$ cat src/rtl/lsu_pkg.sv
// Shared types and constants for the load/store unit.
// Holds the FSM state type and RV32I width/opcode encodings.
package lsu_pkg;

  typedef enum logic [1:0] {
    IDLE   = 2'd0,
    ACCESS = 2'd1,
    DONE   = 2'd2
  } lsu_state_t;

  localparam logic [2:0] F3_B  = 3'b000;
  localparam logic [2:0] F3_H  = 3'b001;
  localparam logic [2:0] F3_W  = 3'b010;
  localparam logic [2:0] F3_BU = 3'b100;
  localparam logic [2:0] F3_HU = 3'b101;

  localparam logic [6:0] OP_LOAD  = 7'b0000011;
  localparam logic [6:0] OP_STORE = 7'b0100011;

endpackage

$ cat src/rtl/lsu_align.sv
// Byte-lane steering for stores and load extraction/extension.
// Also flags misaligned addresses and func3 codes outside the load set.
module lsu_align
  import lsu_pkg::*;
(
  input  logic [2:0]  func3,
  input  logic [1:0]  addr_lo,
  input  logic [31:0] store_data,
  input  logic [31:0] mem_rdata,
  output logic [31:0] wdata,
  output logic [3:0]  be,
  output logic [31:0] load_ext,
  output logic        misaligned,
  output logic        illegal
);

  logic [31:0] shifted;
  logic [7:0]  byte_sel;
  logic [15:0] half_sel;

  // Store lanes: replicate the datum and shift the enables to the lane.
  always_comb begin
    wdata = store_data;
    be    = 4'b1111;
    unique case (func3[1:0])
      2'b00: begin
        wdata = {4{store_data[7:0]}};
        be    = 4'b0001 << addr_lo;
      end
      2'b01: begin
        wdata = {2{store_data[15:0]}};
        be    = 4'b0011 << addr_lo;
      end
      default: ;
    endcase
  end

  // Load extraction: pick the byte/half lane, then sign or zero extend.
  always_comb begin
    shifted  = mem_rdata >> {addr_lo, 3'b000};
    byte_sel = shifted[7:0];
    half_sel = addr_lo[1] ? mem_rdata[31:16] : mem_rdata[15:0];
    load_ext = '0;
    illegal  = 1'b0;
    unique case (func3)
      F3_B:    load_ext = {{24{byte_sel[7]}}, byte_sel};
      F3_H:    load_ext = {{16{half_sel[15]}}, half_sel};
      F3_W:    load_ext = mem_rdata;
      F3_BU:   load_ext = {24'd0, byte_sel};
      F3_HU:   load_ext = {16'd0, half_sel};
      default: illegal  = 1'b1;
    endcase
  end

  // Halfwords need bit 0 clear, words need both low bits clear.
  always_comb begin
    misaligned = ((func3[1:0] == 2'b01) & addr_lo[0])
               | ((func3[1:0] == 2'b10) & (|addr_lo));
  end

endmodule

$ cat src/rtl/lsu.sv
// Load/store unit: one RV32I memory access per request.
// Stalls the pipeline until the bus completes, errors or times out.
module lsu
  import lsu_pkg::*;
#(
  parameter int TIMEOUT = 16
) (
  input  logic        clk,
  input  logic        reset,
  input  logic        req_valid,
  input  logic        is_load,
  input  logic        is_store,
  input  logic [2:0]  func3,
  input  logic [31:0] addr,
  input  logic [31:0] store_data,
  output logic        stall,
  output logic        done,
  output logic        err,
  output logic [31:0] load_data,
  output logic        mem_req,
  output logic        mem_we,
  output logic [31:0] mem_addr,
  output logic [31:0] mem_wdata,
  output logic [3:0]  mem_be,
  input  logic        mem_ready,
  input  logic [31:0] mem_rdata
);

  localparam int CW = $clog2(TIMEOUT);

  lsu_state_t  state_q, state_d;
  logic [CW-1:0] cnt_q, cnt_d;
  logic [31:0] ld_q, ld_d;
  logic        err_q, err_d;
  logic [31:0] addr_q, addr_d;
  logic [2:0]  f3_q, f3_d;
  logic        we_q, we_d;
  logic [31:0] wdata_q, wdata_d;
  logic [3:0]  be_q, be_d;

  logic        req;
  logic        bad;
  logic [2:0]  al_f3;
  logic [1:0]  al_lo;
  logic [31:0] al_wdata;
  logic [3:0]  al_be;
  logic [31:0] al_load;
  logic        al_mis;
  logic        al_ill;

  // In IDLE the aligner sees the live request, afterwards the latched one.
  always_comb begin
    req   = req_valid & (is_load | is_store);
    al_f3 = (state_q == IDLE) ? func3 : f3_q;
    al_lo = (state_q == IDLE) ? addr[1:0] : addr_q[1:0];
    bad   = al_ill | al_mis | (is_load & is_store)
          | (is_store & func3[2]);
  end

  lsu_align u_align (
    .func3      (al_f3),
    .addr_lo    (al_lo),
    .store_data (store_data),
    .mem_rdata  (mem_rdata),
    .wdata      (al_wdata),
    .be         (al_be),
    .load_ext   (al_load),
    .misaligned (al_mis),
    .illegal    (al_ill)
  );

  // Next-state logic: validate, access with timeout, report completion.
  always_comb begin
    state_d = state_q;
    cnt_d   = cnt_q;
    ld_d    = ld_q;
    err_d   = err_q;
    addr_d  = addr_q;
    f3_d    = f3_q;
    we_d    = we_q;
    wdata_d = wdata_q;
    be_d    = be_q;
    unique case (state_q)
      IDLE: begin
        if (req) begin
          if (bad) begin
            err_d   = 1'b1;
            ld_d    = '0;
            state_d = DONE;
          end else begin
            addr_d  = addr;
            f3_d    = func3;
            we_d    = is_store;
            wdata_d = al_wdata;
            be_d    = al_be;
            cnt_d   = '0;
            state_d = ACCESS;
          end
        end
      end
      ACCESS: begin
        if (mem_ready) begin
          if (!we_q) ld_d = al_load;
          err_d   = 1'b0;
          state_d = DONE;
        end else if (cnt_q == CW'(TIMEOUT - 1)) begin
          err_d   = 1'b1;
          ld_d    = '0;
          state_d = DONE;
        end else begin
          cnt_d = cnt_q + 1'b1;
        end
      end
      DONE:    state_d = IDLE;
      default: state_d = IDLE;
    endcase
  end

  // State and capture registers with synchronous reset.
  always_ff @(posedge clk) begin
    if (reset) begin
      state_q <= IDLE;
      cnt_q   <= '0;
      ld_q    <= '0;
      err_q   <= 1'b0;
      addr_q  <= '0;
      f3_q    <= '0;
      we_q    <= 1'b0;
      wdata_q <= '0;
      be_q    <= '0;
    end else begin
      state_q <= state_d;
      cnt_q   <= cnt_d;
      ld_q    <= ld_d;
      err_q   <= err_d;
      addr_q  <= addr_d;
      f3_q    <= f3_d;
      we_q    <= we_d;
      wdata_q <= wdata_d;
      be_q    <= be_d;
    end
  end

  // Outputs: stall is combinational in IDLE so the PC holds at once.
  always_comb begin
    stall     = (state_q == IDLE) ? req : (state_q == ACCESS);
    done      = (state_q == DONE);
    mem_req   = (state_q == ACCESS);
    mem_we    = we_q;
    mem_addr  = {addr_q[31:2], 2'b00};
    mem_wdata = wdata_q;
    mem_be    = be_q;
    err       = err_q;
    load_data = ld_q;
  end

endmodule

$ cat config.mk
export PLATFORM = sky130hd
export DESIGN_NAME = lsu
export DESIGN_NICKNAME = d
export VERILOG_FILES = /design/src/rtl/lsu_pkg.sv /design/src/rtl/lsu_align.sv /design/src/rtl/lsu.sv
export SDC_FILE = /design/constraint.sdc
export NUM_CORES = 1
export LEC_CHECK = 0
export CAP_MARGIN = 30
export CORE_MARGIN = 4
export CORE_UTILIZATION = 35
export CTS_CLUSTER_DIAMETER = 80
export DETAILED_ROUTE_END_ITERATION = 12
export GPL_TIMING_DRIVEN = 0
export PLACE_DENSITY_LB_ADDON = 0.05
export SLEW_MARGIN = 0
export SYNTH_ARGS = -nofsm -noshare
export SYNTH_HDL_FRONTEND = slang
export SYNTH_HIERARCHICAL = 1
export SYNTH_SLANG_ARGS = --single-unit
$ cat constraint.sdc
create_clock -name clk -period 3.6 [get_ports clk]
set_clock_uncertainty 0.05 [all_clocks]
set_input_delay 1.08 -clock clk [delete_from_list [all_inputs] [get_ports clk]]
set_output_delay 1.08 -clock clk [all_outputs]
set_load 0.02 [all_outputs]
## Word level (Yosys, flattened, before mapping)

Cells that the tools add are included.

| operators by class | value |
|---|---|
| $add $sub $neg | 1 |
| muxes and demuxes | 29 |
| shift operators | 3 |
| equality and inequality tests | 16 |
| reduce and logical (&&, ||, !) cells | 11 |
| bitwise operators | 11 |

Operators with widths:

| kind | number |
|---|---|
| 2-to-1 mux 32 bit | 5 |
| one-hot mux 32 bit (5 select lines) | 1 |
| one-hot mux 32 bit (2 select lines) | 2 |
| right shift 32 x 5 -> 8 bit | 1 |
| 2-to-1 mux 16 bit | 1 |
| 2-to-1 mux 4 bit | 4 |
| one-hot mux 4 bit (2 select lines) | 2 |
| 2-to-1 mux 2 bit | 5 |
| inequality test 2 bit, second input constant | 5 |
| AND reduction 5 bit | 2 |
| equality test 3 bit, second input constant | 2 |
| 2-to-1 mux 1 bit | 6 |
| bitwise AND 1 bit | 5 |
| bitwise OR 1 bit | 5 |
| OR reduction 5 bit | 1 |
| adder 4 x 1 -> 4 bit, second input constant | 1 |
| equality test 2 x 1 -> 1 bit, second input constant | 2 |
| equality test 2 bit, second input constant | 2 |
| equality test 4 bit, second input constant | 1 |
| logical NOT 2 bit | 2 |
| one-hot mux 2 bit (2 select lines) | 1 |
| AND reduction 4 bit | 1 |
| left shift 1 x 2 -> 4 bit, first input constant | 1 |
| left shift 2 x 2 -> 4 bit, first input constant | 1 |
| 12 further kinds | 12 |

| storage, ports and cells | value |
|---|---|
| output and inout bits | 105 |
| register bits after elaboration | 111 |
| word-level logic and storage cells | 80 |
| bits of input ports | 105 |

## Logic depth before layout (Yosys ltp)

Gate-level depths: netlist of the first run.

| logic depth | value |
|---|---|
| depth in word-level cells | 11 |
| depth in mapped cells | 12 |

## Hierarchy

The synthesis of the first run kept the hierarchy.

By module, submodules not included:

| module | area an instance (um^2) | times used | cells an instance |
|---|---|---|---|
| lsu | 4700.8 | 1 | 533 |
| lsu_align | 1193.6 | 1 | 171 |

## Worst setup path before layout of the first run

OpenSTA, ideal clock, no wires.

| timing | value |
|---|---|
| path kind | input to register |
| start point | in func3[1] |
| end point | reg wdata_q[18] (netlist: mem_wdata[18]) |
| setup time | 140 ps |
| stages | 11 |
| arrival | 3176 ps |
| path buffers | 5 |
| slack | 234 ps |
| cells stage by stage | mux2_2 clkbuf_1 clkbuf_1 clkbuf_1 o22ai_1 nor4_2 nand3_1 buf_2 buf_2 nand2_1 a21oi_2 |

| on the way | value |
|---|---|
| longest elaborated chain between the ends | 9 |

Ends and longest elaborated chain:

| element | line | RTL |
|---|---|---|
| from (decl) | lsu.sv:13 | `input logic [2:0] func3,` |
| 2-to-1 mux 3 bit * | lsu.sv:54 | `al_f3 = (state_q == IDLE) ? func3 : f3_q;` |
| equality test 2 x 1 -> 1 bit or equality test 2 bit (tied branches) | lsu_align.sv:57, lsu_align.sv:58 |  |
| bitwise AND 1 bit, on equally long branches | lsu_align.sv:57, lsu_align.sv:58 |  |
| bitwise OR 1 bit * | lsu_align.sv:58 | `\| ((func3[1:0] == 2'b10) & (\|addr_lo));` |
| net al_mis | lsu.sv:48 | `logic al_mis;` |
| bitwise OR 1 bit * (2 in a row) | lsu.sv:56 | `bad = al_ill \| al_mis \| (is_load & is_store)` |
| bitwise OR 1 bit * | lsu.sv:57 | `\| (is_store & func3[2]);` |
| inverter 1 bit (no source line) * | n/a |  |
| AND reduction 3 bit (no source line) * | n/a |  |
| to (signal assigned) | lsu.sv:139 | `wdata_q <= wdata_d;` |
| to (decl) | lsu.sv:38 | `logic [31:0] wdata_q, wdata_d;` |

Mark *: on every way through the listed nets, which the timed path passes. The rest lies on a longest branch.
A chain may end at the register's enable or synchronous reset.

## Worst setup path after layout of the first run

| timing | value |
|---|---|
| start point | in is_store |
| end point | out stall |

| on the way | value |
|---|---|
| longest elaborated chain between the ends | 3 |

Ends and longest elaborated chain:

| element | line | RTL |
|---|---|---|
| from (decl) | lsu.sv:12 | `input logic is_store,` |
| bitwise OR 1 bit | lsu.sv:53 | `req = req_valid & (is_load \| is_store);` |
| bitwise AND 1 bit | lsu.sv:53 |  |
| 2-to-1 mux 1 bit | lsu.sv:146 | `stall = (state_q == IDLE) ? req : (state_q == ACCESS);` |
| to (decl) | lsu.sv:16 | `output logic stall,` |

Every way passes these cells.

==> results of run 1 <==
power by group through the flow:
stage / sequential (mW) / clock [mW] / combinational (mW)
2_1_floorplan: 1.37 / 0 / 0.580
3_3_place_gp: 1.34 / 0 / 0.976
3_5_place_dp: 1.34 / 0 / 0.980
4_1_cts: 1.31 / 1.02 / 0.986
5_1_grt: 1.32 / 1.07 / 1.06
6_report: 1.31 / 0.988 / 0.983
registers in the layout, indices dropped and copies added (netlist names):
register   cells
mem_we         1
mem_wdata     32
load_data     32
err            1
f3_q           3
addr_q        32
mem_be         4
state_q        2
cnt_q          4
what timing repair did:
| item | CTS | global route |
|---|---|---|
| hold buffers | 0 | 0 |
| endpoints found under the setup margin | 112 | 79 |
| cloned | 0 | 0 |
| gates resized for setup | 6 | 8 |
| pin swaps | 1 | 0 |
| setup buffers | 1 | 0 |
cell families (layout without fill, tap and decap cells):
family	Yosys count	in the layout
AO/OA/AOI/OAI	136	136
adder cells (fa/ha/maj)	1	1
buffers and inverters	96	316
flip-flops	111	111
multiplexers	72	72
other	1	2
AND/OR/NAND/NOR	287	287
cells in the final DEF, fill, tap and decap left out, types with 2 or more instances in the layout:
cell type	Yosys	layout
nand3_1	6	5
buf_12	10	10
mux2_4	1	2
conb_1	1	2
mux2_2	26	25
a21oi_2	18	18
a211oi_1	16	16
nor3b_1	3	3
mux2i_1	45	45
clkbuf_4	0	3
nand2_1	204	204
clkbuf_8	0	2
clkdlybuf4s50_1	0	206
inv_1	2	2
o32ai_1	2	2
clkbuf_16	0	9
dfxtp_1	111	111
clkbuf_2	0	3
buf_4	40	41
inv_6	0	2
o21ai_0	11	11
a21oi_1	60	60
buf_2	11	10
nor2_1	13	13
nand2b_1	35	35
a211o_1	4	4
or2_2	2	2
a221o_1	11	11
a311oi_1	2	2
buf_6	2	2
nor2b_1	13	13
clkbuf_1	28	22
metrics by stage:
step	instances	TNS, ps	cell area (sq um)	worst slack (ps)
global route	1145	0	8560	3.47
CTS	1145	0	8540	26.8
finish	1145	0	8560	147
global placement	1132	-102830	8250	-1070
detailed placement	1132	-111830	8250	-1160
floorplan	705	0	5900	234
worst max-delay path: stages:
cell,delay (ps)
clkdlybuf4s50_1,440
o21a_1,230
o21ba_2,240
dlygate4sd2_1,330
how the worst max path moves through the flow:
stage	start	end
after floorplan	func3[1]	mem_wdata[18]
after global placement	func3[1]	mem_wdata[17]
after detailed placement	func3[1]	mem_wdata[23]
after CTS	func3[1]	mem_wdata[16]
after global routing	func3[0]	mem_wdata[9]
final	is_store	stall
final cells by class:
class                   count  area (sq um)  share of cell area [%]
well taps                 220           275                    3.22
repair buffers            208          2080                    24.3
inverters                   2          7.51                  0.0877
plain buffers              91           697                    8.14
clock inverters             4          36.3                   0.424
multi-input cells         498          2990                    34.9
flip-flops and latches    111          2220                    26.0
clock buffers              11           253                    2.95
routing by layer:
| layer | wire length, um | vias to the layer above |
|---|---|---|
| li1 | - | 2764 |
| met1 | 7770 | 2604 |
| met2 | 9220 | 144 |
| met3 | 1310 | 23 |
| met4 | 333 | 2 |
| met5 | 8 | - |
==> summary.txt, run 1 <==
Synthesis
  • Cell variety after synth: between 50 and 60
  • Post-synth top area share: approximately 38%
  • Synth Area in Simple Gates: a little over a fifth
  • Post-synth top flop: dfxtp_1
  • Synthesis Warnings: 6
  • Synth cell count leaders: nand2_1 (204), dfxtp_1 (111), a21oi_1 (60), mux2i_1 (45), buf_4 (40)
  • Mux cell area share after synthesis: between 10 and 15%
  • Synth Area in Adders: less than 1%
  • Sequential share of the synthesized area: a little under two fifths
  • Largest family of logic cells by synthesized area: simple AND/OR/NAND/NOR gates
  • Most frequent cell after synthesis: nand2_1
  • Synthesized instance count: between 700 and 800
  • #FFs+latches synth: around 110
  • Ys async rst share: 0%
  • Synth Area in XOR/XNOR: 0%
  • Post-synth EDFFs: 0
  • Synth area leader: dfxtp_1
  • Syn avg cell area: 8.37 sq um
  • Synthesized cell area: 5890 sq um
  • Synth top area cells: dfxtp_1 (38%), nand2_1 (13%), mux2i_1 (7.6%), a21oi_1 (5.1%), buf_4 (5.1%)
  • Compound-Gate Fraction of Synth Area: between 10% and 20%

Floorplan
  • Die width: around 140 um
  • Cell row count: 47
  • Starting Density: a little over a third
  • Die ar.: roughly 19000 sq um
  • Core area: around 17000 sq um
  • Die height: around 140 um
  • Boundary Pins: 210

Final layout
  • Layout fillers: around 1600
  • Layout cells sized above 1: 15.0%
  • Nets@finish: about 1000
  • Fin util: 51.8%
  • Antenna cells: 0
  • Area Growth Syn to Fin: 45.2%

Hold path
  • Hold crit path type: reg2reg
  • Hold EP: mem_wdata[3]
  • Min-delay src: mem_wdata[3]
  • Hold depth: 2

Setup path
  • CP Max Fanout: 3
  • R2R Path End: load_data[27]
  • CP required: between 2000 and 2500 ps
  • Worst r2r src: state_q[1]
  • Critical Path Sink Type: primary output
  • CP arrival: around 2300 ps
  • R2R setup slack: roughly 430 ps
  • Reg2Reg Depth: 9
  • Setup Crit Path Kind: in2out
  • Startpoint types: primary input

Clock tree
  • H-tree Lvls: 3
  • Root Driver: clkbuf_16
  • Clock Sinks: roughly 110
  • Clk slew on worst S/H paths: ~70 ps
  • CTS tree: yes
  • Number of buffers created by CTS: 9
  • CTS Buffer Depth: 2
  • Clk Latency, worst-skew pair: 350 ps

Placed design
  • Hpwl dp: approximately 15000 um
  • IO buf count: 207
  • Routability congestion estimate: 0.915

STA
  • Max Slew Vio Count: 0
  • Slew headroom: between 30% and 40%
  • Final setup vio count: 0
  • Hold Fails Final Rpt: 0
  • Final worst path period share: between 90% and 100%
  • RSZ-0062 raised after global routing: false
  • Worst Tran Pin Value: between 900 and 1000 ps
  • Hold_ws: between 400 and 500 ps
  • Fmax: approximately 0.29 GHz
  • Minimum clock period: 3450 ps

Detailed routing
  • Detailed Routing Iterations Pass 1: 4
  • Via density: between 4 and 5
  • Post-route ant nets: 0
  • Wire per inst: approximately 16 um
  • DR iter-0 viols: 180
  • DRC: 0
  • Vias: about 5500
  • Drt total wl: between 15000 and 20000 um

Power
  • Sequential Power Share: 39.9%
  • Internal Power: about 2.3 mW
  • VDD IR max: approximately 0.00023 V
  • Switch share: a little under a third
  • Clock network fraction of design power: a little under a third
  • Comb pwr share: between 20% and 30%
  • Leak pwr: about 3.2 nW
  • P_sw: between 0.9 and 1 mW
  • Total power: about 3.3 mW
  • Power per cell area: approximately 380 nW/um^2

Global routing
  • GR met2 Demand/Resource: about a third
  • Top Usage Layer GRT: met2
  • First-pass GRT wire length: roughly 29000 um
  • Gr ovfl total: 0
  • Initial antenna violation count: 1
  • Met1 usage: between 20% and 30%
  • All-layer global routing usage: roughly 19%
  • Largest net degree at the start of global routing: 20
  • GRT met3 Usage: around 5.4%
  • Vias in the first global route: between 5000 and 6000

Flow run
  • Max cap viols: 0

Run status
  • Outcome: finished, final reports clean
No activity file was read; power rests on OpenSTA's default activity.
==> inputs of run 2 (changes only) <==
--- a/config.mk
+++ b/config.mk
@@ -12,6 +12,7 @@
 export DETAILED_ROUTE_END_ITERATION = 12
 export GPL_TIMING_DRIVEN = 0
 export PLACE_DENSITY_LB_ADDON = 0.05
+export SKIP_LAST_GASP = 1
 export SLEW_MARGIN = 0
 export SYNTH_ARGS = -nofsm -noshare
 export SYNTH_HDL_FRONTEND = slang
==> results of run 2 <==
Same layout as run 1: the final DEF is identical, and so are final timing and power.
==> variant 1 (config.mk and constraints of run 2) <==
Re-encode `lsu_state_t` (3 states) as one-hot, 3 bits wide.
--- a/src/rtl/lsu_pkg.sv
+++ b/src/rtl/lsu_pkg.sv
@@ -3,8 +3,8 @@
 package lsu_pkg;
 
-  typedef enum logic [1:0] {
-    IDLE   = 2'd0,
-    ACCESS = 2'd1,
-    DONE   = 2'd2
+  typedef enum logic [2:0] {
+    IDLE   = 3'b001,
+    ACCESS = 3'b010,
+    DONE   = 3'b100
   } lsu_state_t;
 
Function: same outputs for any inputs over 4 cycles, from zero or initial values and one cycle with reset high; so few cycles prove little.
==> variant 1 against run 2 <==
Die area grew 0.38%; register-to-register slack lost 0.14 ns; setup slack lost 0.073 ns; cell area grew 1.4%; critical path type unchanged; core utilization grew 0.53 points; sequential cell count grew 1; wire length grew 0.61%; area after synthesis grew 0.40%; power shrank 1.9%.
==> variant 1: results (changes against run 2) <==
* Status: completed (unchanged)
* Sequential area share after synthesis at 0.379 (was 0.377)
* First-pass DRT Iterations at 4 (unchanged)
* Flop pwr share at 0.404 (was 0.399)
* Largest cells by area after synthesis: dfxtp_1, a21oi_2, nand2_2, nand2_1, buf_4 (was dfxtp_1, nand2_1, mux2i_1, a21oi_1, buf_4)
* Clk power at 1050 uW (was 988 uW)
* First-pass GRT wire length at 29.8 mm (was 28.6 mm)
* Final cycle utilization of the critical path at 0.979 (was 0.959)
* Final instance count without filler cells at 1104 (was 1145)
* Peak VDD IR at 0.210 mV (was 0.232 mV)
* Total GRT Usage at 0.192 (was 0.193)
* Post_cts resized at 25 (was 6)
* Reg2reg path depth at 10 (was 9)
* Iteration-0 DRC Markers at 254 (was 180)
* Worst Path Arrival at 2.40 ns (was 2.32 ns)
* Inserted Clock Buffers at 9 (unchanged)
* Placed Area at 8270 sq um (was 8250 sq um)
* Clock Path Buffers at 2 (unchanged)
* Antenna violations before repair at 1 (unchanged)
* Main flop type after synthesis: dfxtp_1 (unchanged)
* Vias in the first global route at 5607 (was 5508)
* Clock latency on the worst-skew pair at 0.35 ns (about the same)
* Post-Synthesis Cells at 661 (was 704)
* FF-to-FF End: addr_q[12] (was load_data[27])
* YS warnings at 6 (unchanged)
* Share of post-route cells with drive strength above 1 at 0.300 (was 0.150)
* Via count at 5402 (was 5537)
* Nets at 985 (was 1027)
* Ys async rst share at 0 (unchanged)
* Synth cell count leaders: dfxtp_1, nand2_1, a21oi_2 (was nand2_1, dfxtp_1, a21oi_1)
* Setup crit start: req_valid (was is_store)
* Dpl hpwl at 14.5 mm (was 15.0 mm)
* Routability Congestion at 0.870 (was 0.915)
* Port bufs at 206 (was 207)
* Hold Path End: addr_q[25] (was mem_wdata[3])
* Setup Fix Bufs, Post-CTS at 1 (unchanged)
* R2R Setup Slk at 0.29 ns (was 0.43 ns)
* Worst-Margin Slew at 1.02 ns (was 0.952 ns)
* Hold_sp: addr_q[25] (was mem_wdata[3])
* Net Sw Frac at 0.298 (was 0.302)
* Leakage power at 0.00304 uW (was 0.00321 uW)
* Detailed Route WL at 18.8 mm (was 18.6 mm)
* Final hold slack at 0.409 ns (was 0.405 ns)
* Count of cell types in the netlist at 48 (was 51)
* Setup WS pre-CTS at -1.60 ns (was -1.16 ns)
* CP Max Fanout at 4 (was 3)
* Hold Path Class: reg2reg (unchanged)
* Critical R2R Launch: state_q[0] (was state_q[1])
* Crit path capture: stall (unchanged)
* Cell internal pwr at 2260 uW (was 2290 uW)
[variant 1: cell families after synthesis]
logic type | after synthesis | share of synthesized area
AND/OR/NAND/NOR | 243 | 0.212
AO/OA/AOI/OAI | 169 | 0.234
flip-flops | 112 | 0.379
buffers and inverters | 94 | 0.0973
multiplexers | 41 | 0.0757
adder cells (fa/ha/maj) | 1 | 0.00211
other | 1 | 0.000634
[variant 1: final cells by class]
cell class	count	area, sq um
plain buffers	87	588
clock buffers	11	243
clock inverters	5	62.6
fillers	1584	7910
inverters	4	15.0
multi-input cells	456	3160
flip-flops and latches	112	2240
well taps	220	275
repair buffers	209	2090
[variant 1: metal layers]
layer,GRT usage,vias up,wire length (um)
met5,0,-,12
li1,-,2682,-
met1,0.251,2513,8580
met3,0.0473,23,1140
met4,0.0671,2,363
met2,0.310,182,8660
[variant 1: critical path, cell delays in order]
cell	delay, ns
clkdlybuf4s50_1	0.49
nand4bb_2	0.22
o21ai_1	0.23
dlygate4sd2_1	0.37
==> variant 2 (config.mk and constraints of run 2) <==
Made on the original files. `TIMEOUT`: 16 -> 32.
--- a/src/rtl/lsu.sv
+++ b/src/rtl/lsu.sv
@@ -4,5 +4,5 @@
   import lsu_pkg::*;
 #(
-  parameter int TIMEOUT = 16
+  parameter int TIMEOUT = 32
 ) (
   input  logic        clk,
Formal check against the unedited RTL: same outputs for any inputs over 4 cycles, from zero or initial values and one cycle with reset high; that may be too few to reach the edited logic, so the function may still have changed.
==> variant 2 against run 2 <==
First-iteration DRC count increased by 74%; setup slack better by 0.030 ns; hold slack about the same; power rose by 2.2%; wire length grew 13%; area after synthesis is 9.8% higher; sequential share of layout area down 1.5 points; sequential cell count grew 1; cell area increased by 7.3%; synthesized cell count up 8.2%; via count grew 11%.
==> variant 2: results (changes against run 2) <==
* Met2 Routed Length at 9.77 mm (was 9.22 mm)
* Placed Cells at 1199 (was 1132)
* Cell internal pwr at 2330 uW (was 2290 uW)
* Setup WS pre-CTS at -1.18 ns (was -1.16 ns)
* Hold Path Class: reg2reg (unchanged)
* Dpl hpwl at 16.0 mm (was 15.0 mm)
* Peak VDD IR at 0.226 mV (was 0.232 mV)
* Worst Path Arrival at 3.66 ns (was 2.32 ns)
* CP Max Fanout at 10 (was 3)
* Nets at 1089 (was 1027)
* First-pass GRT wire length at 33.4 mm (was 28.6 mm)
* Total GRT Usage at 0.203 (was 0.193)
* Wire length on met3 at 1.55 mm (was 1.31 mm)
* Sequential area share after synthesis at 0.346 (was 0.377)
* Vias in the first global route at 6081 (was 5508)
* Mapped Avg Cell Area at 8.50 sq um (was 8.37 sq um)
* Share of post-route cells with drive strength above 1 at 0.118 (was 0.150)
* Largest cells by area after synthesis: dfxtp_1, mux2i_1, nand2_1, buf_4, mux2_2 (was dfxtp_1, nand2_1, mux2i_1, a21oi_1, buf_4)
* Synth cell count leaders: nand2_1, dfxtp_1, mux2i_1 (was nand2_1, dfxtp_1, a21oi_1)
* Max-slew headroom at 0.273 (was 0.365)
* Iteration-0 DRC Markers at 314 (was 180)
* DRT met1 WL at 9.52 mm (was 7.77 mm)
* Largest net degree at the start of global routing at 18 (was 20)
* Status: completed (unchanged)
* Via count at 6160 (was 5537)
* Detailed Route WL at 21.1 mm (was 18.6 mm)
* # diodes at 0 (unchanged)
* CP max stage delay at 0.42 ns (was 0.44 ns)
* Routability Congestion at 0.840 (was 0.915)
* Post-DR vias/cell at 5.07 (was 4.84)
* Filler cell count at 1788 (was 1584)
==> variant 2: layout make-up <==
class                           count  share of cell area
Buffer                            109              0.0711
Clock buffer                       12              0.0268
Clock inverter                      4             0.00559
Inverter                           36              0.0147
Multi-Input combinational cell    505               0.379
Sequential cell                   112               0.244
Tap cell                          229              0.0312
Timing Repair Buffer              209               0.227
==> variant 2: cell families (layout without fill, tap and decap cells) <==
kind of cell | after synthesis | in the layout | synth area share
flops | 112 | 112 | 0.346
simple gates | 256 | 256 | 0.195
xor+xnor | 1 | 1 | 0.00135
compound gates | 132 | 132 | 0.153
other cells | 1 | 2 | 0.000579
mux | 112 | 112 | 0.179
buf+inv | 146 | 370 | 0.120
fa+ha+maj | 2 | 2 | 0.00386
==> variant 2: worst reg2reg max path, stage by stage (launching register included) <==
cell      delay [ns]
dfxtp_1         0.31
buf_6           0.14
nor2_4          0.20
mux2_2          0.40
buf_2           0.21
clkbuf_2        0.23
nor2_1          0.16
o22ai_1         0.13
nor2_4          0.18
and4_1          0.21
buf_2           0.14
buf_6           0.18
buf_6           0.20
mux2i_1         0.22
==> variant 2: power by group through the flow <==
stage,clock network [uW],logic [uW],registers [uW]
final,1050,979,1330
after global routing,1130,1060,1340
after CTS,1080,971,1330
after detailed placement,0,961,1360
after global placement,0,962,1360
after floorplan,0,533,1390
==> variant 2: repair_timing <==
action | 4_1_cts | 5_1_grt
buffers inserted | 0 | 2
gates resized for setup | 8 | 10
setup endpoints to repair | 113 | 103
endpoints found under the hold margin | 0 | 0
pin swaps | 1 | 1
gates cloned | 0 | 0
==> variant 2: final timing paths <==
check / from / end / slack [ns] / cells past startpoint
worst max register to register: state_q[0] / mem_wdata[5] / 0.58 / 13
worst min register to register: addr_q[10] / addr_q[10] / 0.41 / 2
worst min-delay path: addr_q[10] / addr_q[10] / 0.41 / 2
worst max-delay path: addr[1] / mem_wdata[5] / 0.18 / 12
==> variant 2: layer usage <==
layer,global-route usage,vias to the layer above
li1,-,3078
met1,0.273,2880
met2,0.324,181
met3,0.0618,19
met4,0.0377,2
met5,0,-
==> variant 2: metrics by stage <==
stage,power (uW),cell area [sq um]
after floorplan,1920,6480
after global placement,2320,8840
after detailed placement,2320,8840
after CTS,3380,9150
after global routing,3520,9180
final,3360,9180
